## src/rtl/fx_timing_pkg.sv

```systemverilog
// -----------------------------------------------------------------------------
// fx_timing_pkg
// Shared timing constants and types for the multi-effects sample-frame timebase.
// The frame counter counts 0..period inclusive, so a frame is period+1 clocks.
// The defaults give a 48 kHz frame from a 40 MHz system clock.
// -----------------------------------------------------------------------------
package fx_timing_pkg;

  localparam int PERIOD_W       = 10;   // frame counter / period width
  localparam int ADDR_W         = 13;   // delay-line address width
  localparam int DEFAULT_PERIOD = 832;  // last count of a frame after reset
  localparam int MIN_PERIOD     = 64;   // smaller period requests are clamped
  localparam int NUM_SPI        = 2;    // SPI clock / start-window channels
  localparam int GO_LEN         = 512;  // start window length in clocks

  // Channel i serial clock is count bit SCLK_SHIFTS[4*i +: 4].
  localparam logic [NUM_SPI*4-1:0] SCLK_SHIFTS = {4'd5, 4'd3};

  typedef logic [PERIOD_W-1:0] period_t;
  typedef logic [ADDR_W-1:0]   addr_t;

endpackage

```

## src/rtl/delay_pointer.sv

```systemverilog
// -----------------------------------------------------------------------------
// delay_pointer
// Delay-line address generator. The write address advances by one per frame;
// the read address trails it by the programmed delay (in frames). Delay and
// both addresses only change on an advance, so they are stable for a frame.
//
// Ports:
//   clk      in   system clock
//   reset    in   synchronous, active-high reset
//   advance  in   one-clk pulse on the last clock of a frame
//   delay_i  in   requested delay in frames, captured on advance
//   wr_addr  out  delay-line write address
//   rd_addr  out  delay-line read address = wr_addr - delay (mod 2**ADDR_W)
// -----------------------------------------------------------------------------
module delay_pointer #(
  parameter int ADDR_W = fx_timing_pkg::ADDR_W
) (
  input  logic              clk,
  input  logic              reset,
  input  logic              advance,
  input  logic [ADDR_W-1:0] delay_i,
  output logic [ADDR_W-1:0] wr_addr,
  output logic [ADDR_W-1:0] rd_addr
);

  logic [ADDR_W-1:0] r_wr_addr;
  logic [ADDR_W-1:0] r_delay_q;
  logic [ADDR_W-1:0] r_rd_addr;

  logic [ADDR_W-1:0] w_wr_next;
  logic [ADDR_W-1:0] w_delay_next;
  logic [ADDR_W-1:0] w_rd_next;

  // NOTE: every signal is given a value on every path through always_comb so
  // no latch can be inferred.
  always_comb begin
    w_wr_next    = r_wr_addr;
    w_delay_next = r_delay_q;
    if (advance) begin
      w_wr_next    = r_wr_addr + ADDR_W'(1);
      w_delay_next = delay_i;
    end
    // Read address is derived from the post-advance values so it moves in
    // the same edge as the write address; modulo arithmetic is the natural
    // unsigned wrap of the subtraction.
    w_rd_next = w_wr_next - w_delay_next;
  end

  // NOTE: sequential state uses non-blocking assignments so each register
  // samples the pre-edge value of every other register.
  always_ff @(posedge clk) begin
    if (reset) begin
      r_wr_addr <= '0;
      r_delay_q <= '0;
      r_rd_addr <= '0;
    end else begin
      r_wr_addr <= w_wr_next;
      r_delay_q <= w_delay_next;
      r_rd_addr <= w_rd_next;
    end
  end

  assign wr_addr = r_wr_addr;
  assign rd_addr = r_rd_addr;

endmodule

```

## src/rtl/frame_sequencer.sv

```systemverilog
// -----------------------------------------------------------------------------
// frame_sequencer
// Parametrised sample-frame timebase. A frame counter runs 0..period_q; the
// period and delay requests are sampled only on the last clock of a frame,
// so mid-frame changes never shorten or stretch the frame in progress.
//
// Ports:
//   clk          in   system clock (40 MHz)
//   reset        in   synchronous, active-high reset
//   enable       in   run when high; when low the frame counter holds
//   period_i     in   requested last count value of a frame
//   delay_i      in   requested delay-line lag in frames
//   count        out  current position in frame
//   frame_start  out  one-clk pulse at count 0 while enabled
//   we           out  one-clk pulse on the last clock of a frame
//   sclk         out  per-channel serial clock (a bit of count)
//   spi_go       out  per-channel transfer window, high while count < GO_LEN
//   wr_addr      out  delay-line write address
//   rd_addr      out  delay-line read address
//   period_err   out  sticky flag: a clamped period request was loaded
// -----------------------------------------------------------------------------
module frame_sequencer #(
  parameter int                     PERIOD_W       = fx_timing_pkg::PERIOD_W,
  parameter int                     DEFAULT_PERIOD = fx_timing_pkg::DEFAULT_PERIOD,
  parameter int                     MIN_PERIOD     = fx_timing_pkg::MIN_PERIOD,
  parameter int                     NUM_SPI        = fx_timing_pkg::NUM_SPI,
  parameter logic [NUM_SPI*4-1:0]   SCLK_SHIFTS    = fx_timing_pkg::SCLK_SHIFTS,
  parameter int                     GO_LEN         = fx_timing_pkg::GO_LEN,
  parameter int                     ADDR_W         = fx_timing_pkg::ADDR_W
) (
  input  logic                clk,
  input  logic                reset,
  input  logic                enable,
  input  logic [PERIOD_W-1:0] period_i,
  input  logic [ADDR_W-1:0]   delay_i,
  output logic [PERIOD_W-1:0] count,
  output logic                frame_start,
  output logic                we,
  output logic [NUM_SPI-1:0]  sclk,
  output logic [NUM_SPI-1:0]  spi_go,
  output logic [ADDR_W-1:0]   wr_addr,
  output logic [ADDR_W-1:0]   rd_addr,
  output logic                period_err
);

  localparam logic [PERIOD_W-1:0] LP_DEFAULT = PERIOD_W'(DEFAULT_PERIOD);
  localparam logic [PERIOD_W-1:0] LP_MIN     = PERIOD_W'(MIN_PERIOD);

  // Elaboration-time parameter sanity.
  if (MIN_PERIOD < 1 || MIN_PERIOD >= (1 << PERIOD_W)) begin : g_bad_min
    $error("frame_sequencer: MIN_PERIOD out of range for PERIOD_W");
  end
  if (DEFAULT_PERIOD < MIN_PERIOD || DEFAULT_PERIOD >= (1 << PERIOD_W)) begin : g_bad_default
    $error("frame_sequencer: DEFAULT_PERIOD out of range");
  end

  logic [PERIOD_W-1:0] r_count;
  logic [PERIOD_W-1:0] r_period_q;
  logic                r_period_err;

  logic                w_run;
  logic                w_we;
  logic                w_clamp;
  logic [PERIOD_W-1:0] w_period_load;
  logic                w_in_go;

  // Outputs are decoded from registered state, so they are valid in the same
  // cycle that count shows the value. Gating with reset keeps the reset cycle
  // free of strobes even though the counter only clears at the next edge.
  assign w_run = enable && !reset;
  assign w_we  = w_run && (r_count == r_period_q);

  always_comb begin
    w_clamp       = (period_i < LP_MIN);
    w_period_load = w_clamp ? LP_MIN : period_i;
  end

  // Frame counter and period register. Loads happen only on the wrap cycle,
  // which already implies enable, so a disabled we cycle loads nothing.
  always_ff @(posedge clk) begin
    if (reset) begin
      r_count      <= '0;
      r_period_q   <= LP_DEFAULT;
      r_period_err <= 1'b0;
    end else if (w_we) begin
      r_count    <= '0;
      r_period_q <= w_period_load;
      if (w_clamp) begin
        r_period_err <= 1'b1;
      end
    end else if (enable) begin
      r_count <= r_count + PERIOD_W'(1);
    end
  end

  delay_pointer #(
    .ADDR_W (ADDR_W)
  ) u_delay_pointer (
    .clk     (clk),
    .reset   (reset),
    .advance (w_we),
    .delay_i (delay_i),
    .wr_addr (wr_addr),
    .rd_addr (rd_addr)
  );

  // Start window comparison is done at 32 bits so GO_LEN may exceed the
  // counter range (window then covers the whole frame).
  assign w_in_go = (32'(r_count) < 32'(GO_LEN));

  for (genvar i = 0; i < NUM_SPI; i++) begin : g_spi
    localparam int SHIFT = int'(SCLK_SHIFTS[i*4 +: 4]);
    if (SHIFT >= PERIOD_W) begin : g_bad_shift
      $error("frame_sequencer: SCLK_SHIFTS entry exceeds counter width");
      assign sclk[i] = 1'b0;
    end else begin : g_sclk
      // Holds naturally while disabled because the counter holds.
      assign sclk[i] = r_count[SHIFT];
    end
    // Same window on every channel today; kept per channel for future
    // channel-specific timing.
    assign spi_go[i] = w_run && w_in_go;
  end

  assign count       = r_count;
  assign frame_start = w_run && (r_count == '0);
  assign we          = w_we;
  assign period_err  = r_period_err;

endmodule
```

## config.mk

```make
export PLATFORM = sky130hd
export DESIGN_NAME = frame_sequencer
export DESIGN_NICKNAME = d
export VERILOG_FILES = /design/src/rtl/fx_timing_pkg.sv /design/src/rtl/delay_pointer.sv /design/src/rtl/frame_sequencer.sv
export SDC_FILE = /design/constraint.sdc
export NUM_CORES = 1
export LEC_CHECK = 0
export ABC_AREA = 1
export ABC_CLOCK_PERIOD_IN_PS = 3000
export BUFFER_PORTS_ARGS = -buffer_cell sky130_fd_sc_hd__clkbuf_2
export CELL_PAD_IN_SITES_DETAIL_PLACEMENT = 0
export CELL_PAD_IN_SITES_GLOBAL_PLACEMENT = 1
export CORE_MARGIN = 1
export CORE_UTILIZATION = 30
export CTS_CLUSTER_DIAMETER = 60
export DETAILED_ROUTE_END_ITERATION = 16
export GPL_TIMING_DRIVEN = 1
export PLACE_DENSITY_LB_ADDON = 0.1
export SYNTH_ARGS = -nofsm -noshare
export SYNTH_HDL_FRONTEND = slang
export SYNTH_SLANG_ARGS = --single-unit
```

## constraint.sdc

```tcl
create_clock -name clk -period 3 [get_ports clk]
set_input_delay 0.15 -clock clk [delete_from_list [all_inputs] [get_ports clk]]
set_output_delay 0.15 -clock clk [all_outputs]
set_load 0.02 [all_outputs]
```

# Yosys cells after proc, flatten, opt, wreduce, memory -nomap -nowiden
# Index checks and enable logic that the tools add are counted.
word_totals:
  out_inout_bits: 43
  reg_bits: 60
  input_bits: 26
  wordCells: 23
classes:
  n_reduce_logical: 8
  magnitude_cmp: 2
  eq_ne: 1
  muxes: 3
  n_addsub: 3
op_table:
  columns: ["op", "count"]
  rows:
  - ["$mux W13", 2]
  - ["$add A13 B1 Y13 const B", 1]
  - ["$sub A13 B13 Y13", 1]
  - ["$add A10 B1 Y10 const B", 1]
  - ["$eq A10 B10 Y1", 1]
  - ["$logic_not A10 Y1", 1]
  - ["$lt A10 B10 Y1 const B", 1]
  - ["$lt A10 B7 Y1 const B", 1]
  - ["$mux W10", 1]
  - ["$logic_and A1 B1 Y1", 4]
  - ["$reduce_and A2 Y1", 1]
  - ["$reduce_or A2 Y1", 1]
  - ["$logic_not A1 Y1", 1]

# Depth between registers and ports, before layout
# Gate-level depths: netlist of the first run.
logic_depth:
  ltp_word: 5
  mapped_depth: 25
  ltp_nobuf: 23

# By module
# A second synthesis of the first run with hierarchy kept.
hier_totals:
  cells_unflattened: 492
  area_unflattened_um2: 3474.6
by_module_without_submodules:
  columns: ["mod", "seq_area_each_um2", "cells_each", "area_each_um2", "instances"]
  rows:
  - ["delay_pointer", 780.7, 302, 2129.5, 1]
  - ["frame_sequencer", 420.4, 190, 1345.0, 1]

# Least setup slack after synthesis of the first run
# Ideal clock, no wire load.
synth_path:
  path_kind: "register -> register"
  start: "register r_count[7], in the netlist count[7]"
  end: "register u_delay_pointer.r_rd_addr[11], in the netlist u_delay_pointer.rd_addr[11]"
  synth_period_minus_slack_ns: 2.924
  slack_ns: 0.076
  path_buffers: 1
  setup_time_ns: 0.110
  required_ns: 2.890
  arrival_ns: 2.814
  path_stages_with_launch: 23
  path_cell_list: "dfxtp_1 -> inv_2 -> nand2_1 -> nand2_1 -> nor2_1 -> nand2_1 -> nor2_4 -> nand3_2 -> buf_6 -> clkinv_2 -> nand4_2 -> nor4_4 -> nand2_1 -> xor2_1 -> inv_1 -> ha_1 -> inv_1 -> nor3_1 -> nand4_1 -> nand3_1 -> nand2_1 -> inv_1 -> nor2_1"
synth_between:
  elab_chain_cells: 4
  elab_cells_between_ends: 5
  classes_between: "add/sub: 1; eq/ne: 1; mux: 2; reduce/logical: 1"
synth_lines:
  columns: ["element", "line_no", "rtl"]
  rows:
  - ["from (decl)", "frame_sequencer.sv:57", "logic [PERIOD_W-1:0] r_count;"]
  - ["from (signal assigned)", "frame_sequencer.sv:92", "r_count <= r_count + PERIOD_W'(1);"]
  - ["$eq A10 B10 Y1", "frame_sequencer.sv:71", "assign w_we = w_run && (r_count == r_period_q);"]
  - ["$logic_and A1 B1 Y1", "frame_sequencer.sv:71", null]
  - ["$mux W13", "delay_pointer.sv:39", "if (advance) begin"]
  - ["net u_delay_pointer.w_wr_next[9]", "delay_pointer.sv:30", "logic [ADDR_W-1:0] w_wr_next;"]
  - ["$sub A13 B13 Y13", "delay_pointer.sv:46", "w_rd_next = w_wr_next - w_delay_next;"]
  - ["to (signal assigned)", "delay_pointer.sv:59", "r_rd_addr <= w_rd_next;"]
  - ["to (decl)", "delay_pointer.sv:28", "logic [ADDR_W-1:0] r_rd_addr;"]
# The timed path passes the listed nets, and every way through them passes these cells.
# A chain may end at the register's enable or synchronous reset.

# Final worst setup path of the first run
layout_path:
  start: "register r_count[6], in the netlist count[6]"
  end: "register u_delay_pointer.r_rd_addr[12], in the netlist u_delay_pointer.rd_addr[12]"
# Same word-level chain as after synthesis.

==> results of run 1 <==
per-layer routing:
metal / routed length (um) / GRT usage / up-vias / part of all wire
met5: 0 / 0 / - / 0
met4: 61 / 0.04527 / 0 / 0.0070
met3: 338 / 0.05071 / 4 / 0.039
met2: 3769 / 0.2387 / 57 / 0.43
met1: 4519 / 0.2309 / 1374 / 0.52
li1: - / - / 1582 / -
worst reg2reg max path, delay by kind of cell, from the launching register on:
kind	cells	cell delay, ps
DFF	1	370
and+or+nand+nor	16	1650
AOI/OAI and AO/OA	1	130
buffers and inverters	3	230
xor gates and xnor gates	1	180
adders and majority gates	1	280
worst paths after layout:
check | startpoint | cells past startpoint | slack (ps) | end
min | period_i[4] | 3 | 10 | r_period_q[4]
max reg2reg | count[6] | 22 | 70 | u_delay_pointer.rd_addr[12]
max | count[6] | 22 | 70 | u_delay_pointer.rd_addr[12]
min reg2reg | period_err | 2 | 450 | period_err
final cells by class:
class                      instances  area, um2  share of cell area
multi-input combinational        305       1821              0.4334
sequential                        60       1214              0.2889
timing repair buffer              91      515.5              0.1227
inverter                          69      264.0             0.06285
tap                              136      170.2             0.04051
clock buffer                      11      141.4             0.03366
clock inverter                     5      75.07             0.01787
flip-flops by register name, indices dropped and copies added, names as in the netlist:
register	flops
count	10
period_err	1
r_period_q	10
u_delay_pointer.r_delay_q	13
u_delay_pointer.rd_addr	13
u_delay_pointer.wr_addr	13
stage by stage:
step           instance area, um2  hold WS [ps]  setup WS (ps)  utilization  TNS [ps]
2_1_floorplan                3197         262.7          76.06            -         0
3_3_place_gp                 3747         350.2         -141.4       0.3630    -214.2
3_5_place_dp                 3747         366.0         -166.3       0.3630    -245.2
4_1_cts                      3998         1.840          42.84       0.3872         0
5_1_grt                      4200         4.631         -186.7       0.4069    -700.5
6_report                     4200         14.59          68.22       0.4069         0
cells in the final DEF (no fill, tap or decap), drive strengths merged:
cell	instances
nor2	74
nor4	3
nand2	94
xnor2	4
nand4	16
fa	1
ha	14
o21a	2
inv	69
nor3	8
a211oi	1
o21ai	14
a31oi	1
nand3	18
or2	5
xor2	17
mux2i	9
dfxtp	60
a21oi	20
bufinv	2
buf	22
clkbuf	79
dlygate4sd3	1
a22o	3
a22oi	1
clkinv	3
cell families (layout without fill, tap and decap cells):
group                    after synthesis  in the layout  share of synthesized area
XOR/XNOR                              21             21                    0.05753
buffers and inverters                 81            176                     0.1041
AO/OA/AOI/OAI                         42             42                    0.07398
AND/OR/NAND/NOR                      218            218                     0.2994
adder cells (fa/ha/maj)               15             15                    0.06106
flip-flops                            60             60                     0.3757
multiplexers                           9              9                    0.02818
repair_timing:
action | 4_1_cts | 5_1_grt
gates resized for setup | 4 | 45
buffers inserted | 0 | 7
pin swaps | 0 | 23
hold buffers | 1 | 0
setup endpoints to repair | 2 | 9
endpoints found under the hold margin | 1 | 0
power groups by stage:
stage	clock [mW]	combinational (mW)	sequential (mW)
after floorplan	0	0.0360	0.823
after global placement	0	0.0809	0.818
after detailed placement	0	0.0800	0.818
after CTS	0.847	0.0817	0.800
after global routing	0.884	0.0891	0.799
final	0.814	0.0807	0.799
==> flow_metrics.py, run 1 <==
metrics = {
    "synth": {
        "synthTopCellsByArea": "dfxtp_1, nand2_1, nor2_1",
        "synth_edf_count": 0,
        "synth_area_leader_cell": "dfxtp_1",
        "synth_top_cells_by_count": "nand2_1, nor2_1, inv_1",
        "seq_area_frac_synth": 0.3757,
        "synth_top_area_frac": 0.3757,
        "synthFlopType": "dfxtp_1",
        "syn_area_um2": 3197,
        "yosysMostFrequentCell": "nand2_1",
        "syn_inst": 446,
        "async_flop_share": 0,
        "yosysUniqueCellTypes": 35,
        "ys_ff_latch": 60,
        "syn_nets": 487,
        "syn_avg_cell_area_um2": 7.168,
        "yosys_warnings": 0,
    },
    "clock_network": {
        "cts_root_buf": "clkbuf_8",
        "cts_made_buffers": 9,
        "htreeDepth": 3,
        "cts_tree": "done",
        "cts.sinks": 60,
        "clk_path_buf_depth": 2,
        "clk_pin_slew_ps": 70,
        "clock_latency_ps": 340,
    },
    "power_and_ir_drop": {
        "swShare": 0.2231,
        "p_sw_uw": 377.7,
        "leakage_nw": 2.196,
        "seq_power_share": 0.472,
        "p_int_mw": 1.316,
        "ir_worst_vdd_uv": 213.5,
        "power.density_nw_per_um2": 403.2,
        "clkPwrFrac": 0.480,
        "pwr-share-comb": 0.048,
        "total_power_mw": 1.693,
    },
    "critical_path": {
        "worst-setup-path-type": "flop to flop",
        "cpPeakStageDelay_ps": 370,
        "path_delay_family": "simple AND/OR/NAND/NOR gates",
        "path_max_fanout": 4,
        "cp_cell_sequence": "inv_4, nand2_2, nand2_1, nor2_1, nand2_1, nor2_4, nand3_4, inv_4, nand4_4, nor4_4, nand2_1, xor2_1, inv_1, ha_4, nand2_2, nand2_2, a21oi_2, nor2_1, nor2_1, nand4_1, nand2_1, nor2_1",
        "cp_data_required_time_ps": 3240,
        "crit_buf_inv": 3,
        "cp_slowest_cell": "dfxtp_4",
        "crit_path_start_kind": "flop",
        "cp.arrival_ps": 3170,
        "endpoint_kind": "flop",
    },
    "die": {
        "ios": 69,
        "die_h_um": 105.2,
        "rows": 37,
        "die_area_um2": 11070,
        "core_um2": 10320,
        "die_w_um": 105.2,
        "initial_core_util": 0.3097,
    },
    "finish": {
        "areaGrowthSynthToFinish_pct": 31.39,
        "drive_above_1_share": 0.2939,
        "n_antenna_cell": 0,
        "fin_nets": 577,
        "fillCellCount": 1112,
        "fin_cells": 677,
    },
    "global_routing": {
        "grt_pass1_vias": 2773,
        "overflow": 0,
        "grt_max_degree": 33,
        "grtUsageTotal": 0.1637,
        "antenna_found_initial": 0,
        "grt_pass1_wl_um": 13830,
    },
    "flow_run": {
        "drv_cap": 0,
    },
    "placed_design": {
        "gp_congestion": 0.8292,
        "dp_hpwl_um": 6699,
        "post-place-cells": 653,
        "port_buffers": 68,
    },
    "timing": {
        "final_max_slew_viol_count": 0,
        "hold_viol": 0,
        "worstMarginPinSlew_ps": 659.8,
        "rsz0062_at_grt": "true",
        "skew_ps": 9.714,
        "slew_headroom": 0.5585,
        "fmax_mhz": 341.1,
        "finalCritPeriodShare": 0.9773,
        "period_needed_ps": 2932,
        "setup_violations": 0,
    },
    "detailed_routing": {
        "drc_errors": 0,
        "dr.first_iter.drc_count": 102,
        "vias_per_cell": 4.456,
        "drt_wl_total_um": 8689,
        "antenna_left": 0,
        "drt_pass1_iterations": 4,
        "vias": 3017,
        "post_drt_wl_per_cell_um": 12.83,
    },
    "run_status": {
        "status": "finished clean",
    },
    "worst_hold_path": {
        "hold_path.class": "primary input to flop",
    },
}
(Power assumes the default switching activity.)
==> run 2: changes to the inputs <==
- ABC_CLOCK_PERIOD_IN_PS: 3000 -> 3100
- BUFFER_PORTS_ARGS: -buffer_cell sky130_fd_sc_hd__clkbuf_2 -> -buffer_cell sky130_fd_sc_hd__buf_2
- clock period: 3 -> 3.1 ns (I/O delays scaled with it)
==> flow_metrics.py, run 2 (synthesis results as in run 1) <==
metrics = {
    "finish": {
        "final_util": 0.3903,
        "final_cell_mix": "nand2_1, nor2_1, buf_2",
        "areaGrowthSynthToFinish_pct": 26.03,
        "drive_above_1_share": 0.2581,
        "fin_nets": 564,
        "layout_commonest_cell": "nand2_1",
        "n_antenna_cell": 0,
    },
    "timing": {
        "fmax_mhz": 344.7,
        "rsz0062_at_grt": "true",
        "final_max_slew_viol_count": 0,
        "setup_violations": 0,
        "tns_ps": 0,
        "worstMarginPinSlew_ps": 604.3,
        "finalCritPeriodShare": 0.9359,
        "period_needed_ps": 2901,
        "hold_viol": 0,
        "slew_headroom": 0.5956,
        "skew_ps": 6.848,
    },
    "detailed_routing": {
        "drc_errors": 0,
        "drt_pass1_iterations": 4,
        "post_drt_wl_per_cell_um": 12.82,
        "vias": 2919,
        "antenna_left": 0,
        "dr.first_iter.drc_count": 96,
        "vias_per_cell": 4.403,
        "drt_wl_total_um": 8499,
    },
    "critical_path": {
        "cp_data_required_time_ps": 3340,
        "cp_cell_sequence": "ha_1, nand3_1, nor2_1, nand3_2, or2_4, nor2_1, nand2_1, xor2_2, inv_2, ha_4, inv_1, nor3_2, nand4_1, nand3_1, nand2_1, inv_1, nor2_1",
        "r2r_slack_ps": 200,
        "worst-setup-path-type": "flop to flop",
        "cpMostUsedCell": "nor2_1",
        "reg2reg_from": "u_delay_pointer.wr_addr[0]",
        "crit_path_start_kind": "flop",
        "crit_buf_inv": 3,
        "path_delay_family": "simple AND/OR/NAND/NOR gates",
        "path_max_fanout": 5,
        "cp.arrival_ps": 3140,
        "endpoint_kind": "flop",
        "reg2regPathDepth": 17,
        "cp_slowest_cell": "dfxtp_2",
        "cpPeakStageDelay_ps": 390,
        "r2r_end": "u_delay_pointer.rd_addr[11]",
    },
    "global_routing": {
        "grt_pass1_wl_um": 13850,
        "grt_max_degree": 33,
        "grtUsageTotal": 0.1616,
        "antenna_found_initial": 0,
        "grt_pass1_vias": 2775,
        "overflow": 0,
    },
    "power_and_ir_drop": {
        "leakage_nw": 2.155,
        "power.density_nw_per_um2": 393.0,
        "ir_worst_vdd_uv": 133.4,
    },
    "clock_network": {
        "htreeDepth": 3,
        "clock_latency_ps": 340,
        "cts_root_buf": "clkbuf_8",
        "cts_made_buffers": 9,
        "cts.sinks": 60,
        "cts_tree": "done",
        "clk_pin_slew_ps": 70,
        "clk_path_buf_depth": 2,
    },
    "flow_run": {
        "drv_cap": 0,
    },
    "worst_hold_path": {
        "hp-start": "period_i[5]",
        "holdPathEnd": "r_period_q[5]",
        "hold-path-cell-count": 3,
        "hold_path.class": "primary input to flop",
    },
    "die": {
        "die_w_um": 105.2,
        "rows": 37,
        "initial_core_util": 0.3097,
        "die_h_um": 105.2,
        "core_um2": 10320,
        "ios": 69,
        "die_area_um2": 11070,
    },
    "placed_design": {
        "gp_congestion": 0.8408,
        "dp_hpwl_um": 6553,
        "port_buffers": 68,
    },
    "run_status": {
        "status": "finished clean",
    },
}
run 2: cell count changes in the layout (fill, tap and decap cells not counted), sizes merged:
cell / change
clkbuf: -65
clkinv: -2
bufinv: -1
dlygate4sd3: -1
buf: +56
inv: -1
run 2: per-layer routing:
| layer | vias to the layer above | share of wire | global-route usage |
|---|---|---|---|
| li1 | 1556 | - | - |
| met1 | 1301 | 0.54 | 0.2363 |
| met2 | 54 | 0.40 | 0.2260 |
| met3 | 8 | 0.040 | 0.04267 |
| met4 | 0 | 0.012 | 0.05533 |
| met5 | - | 0 | 0 |
run 2: layout make-up:
cell class / count / area, um2
Clock inverter: 1 / 30.03
Fill cell: 1126 / 6295
Multi-Input combinational cell: 305 / 1759
Clock buffer: 14 / 172.7
Tap cell: 136 / 170.2
Timing Repair Buffer: 78 / 419.2
Sequential cell: 60 / 1217
Inverter: 69 / 260.3
run 2: worst reg2reg max path, cell delays in order, from the launching register on:
cell     delay, ps
dfxtp_2        390
ha_1           180
nand3_1        190
nor2_1         230
nand3_2        120
or2_4          250
nor2_1          90
nand2_1         80
xor2_2         180
inv_2           80
ha_4           300
inv_1           70
nor3_2         220
nand4_1        170
nand3_1        130
nand2_1         50
inv_1           40
nor2_1          30
run 2: worst max path at each step:
stage,startpoint,endpoint,cells past startpoint
3_5_place_dp,u_delay_pointer.wr_addr[0],u_delay_pointer.rd_addr[11],17
2_1_floorplan,count[7],u_delay_pointer.rd_addr[11],22
6_report,u_delay_pointer.wr_addr[0],u_delay_pointer.rd_addr[11],17
4_1_cts,count[6],u_delay_pointer.rd_addr[12],21
5_1_grt,count[8],u_delay_pointer.rd_addr[12],23
3_3_place_gp,u_delay_pointer.wr_addr[0],u_delay_pointer.rd_addr[11],17
run 2: repair_timing:
action | in CTS | in global routing
setup endpoints to repair | 2 | 8
gates resized for setup | 4 | 29
pin swaps | 0 | 4
hold buffers | 0 | 0
setup buffers | 0 | 1
run 2: per-stage QoR:
| stage | setup WS (ps) | hold WS, ps | power [mW] | std cells | cell area, um2 |
|---|---|---|---|---|---|
| 2_1_floorplan | 176.1 | 267.7 | 0.8308 | 446 | 3197 |
| 3_3_place_gp | -92.55 | 360.1 | 0.8684 | 647 | 3702 |
| 3_5_place_dp | -144.8 | 364.7 | 0.8677 | 647 | 3702 |
| 4_1_cts | 48.99 | 3.058 | 1.616 | 662 | 3925 |
| 5_1_grt | -32.51 | 28.89 | 1.657 | 663 | 4029 |
| 6_report | 198.7 | 19.54 | 1.583 | 663 | 4029 |
run 2: where the power goes:
part           switching [mW]  total, mW  internal [mW]
Clock                   0.302      0.736          0.434
Sequential            0.00233      0.773          0.771
Combinational          0.0455     0.0741         0.0286
Total                   0.349       1.58           1.23
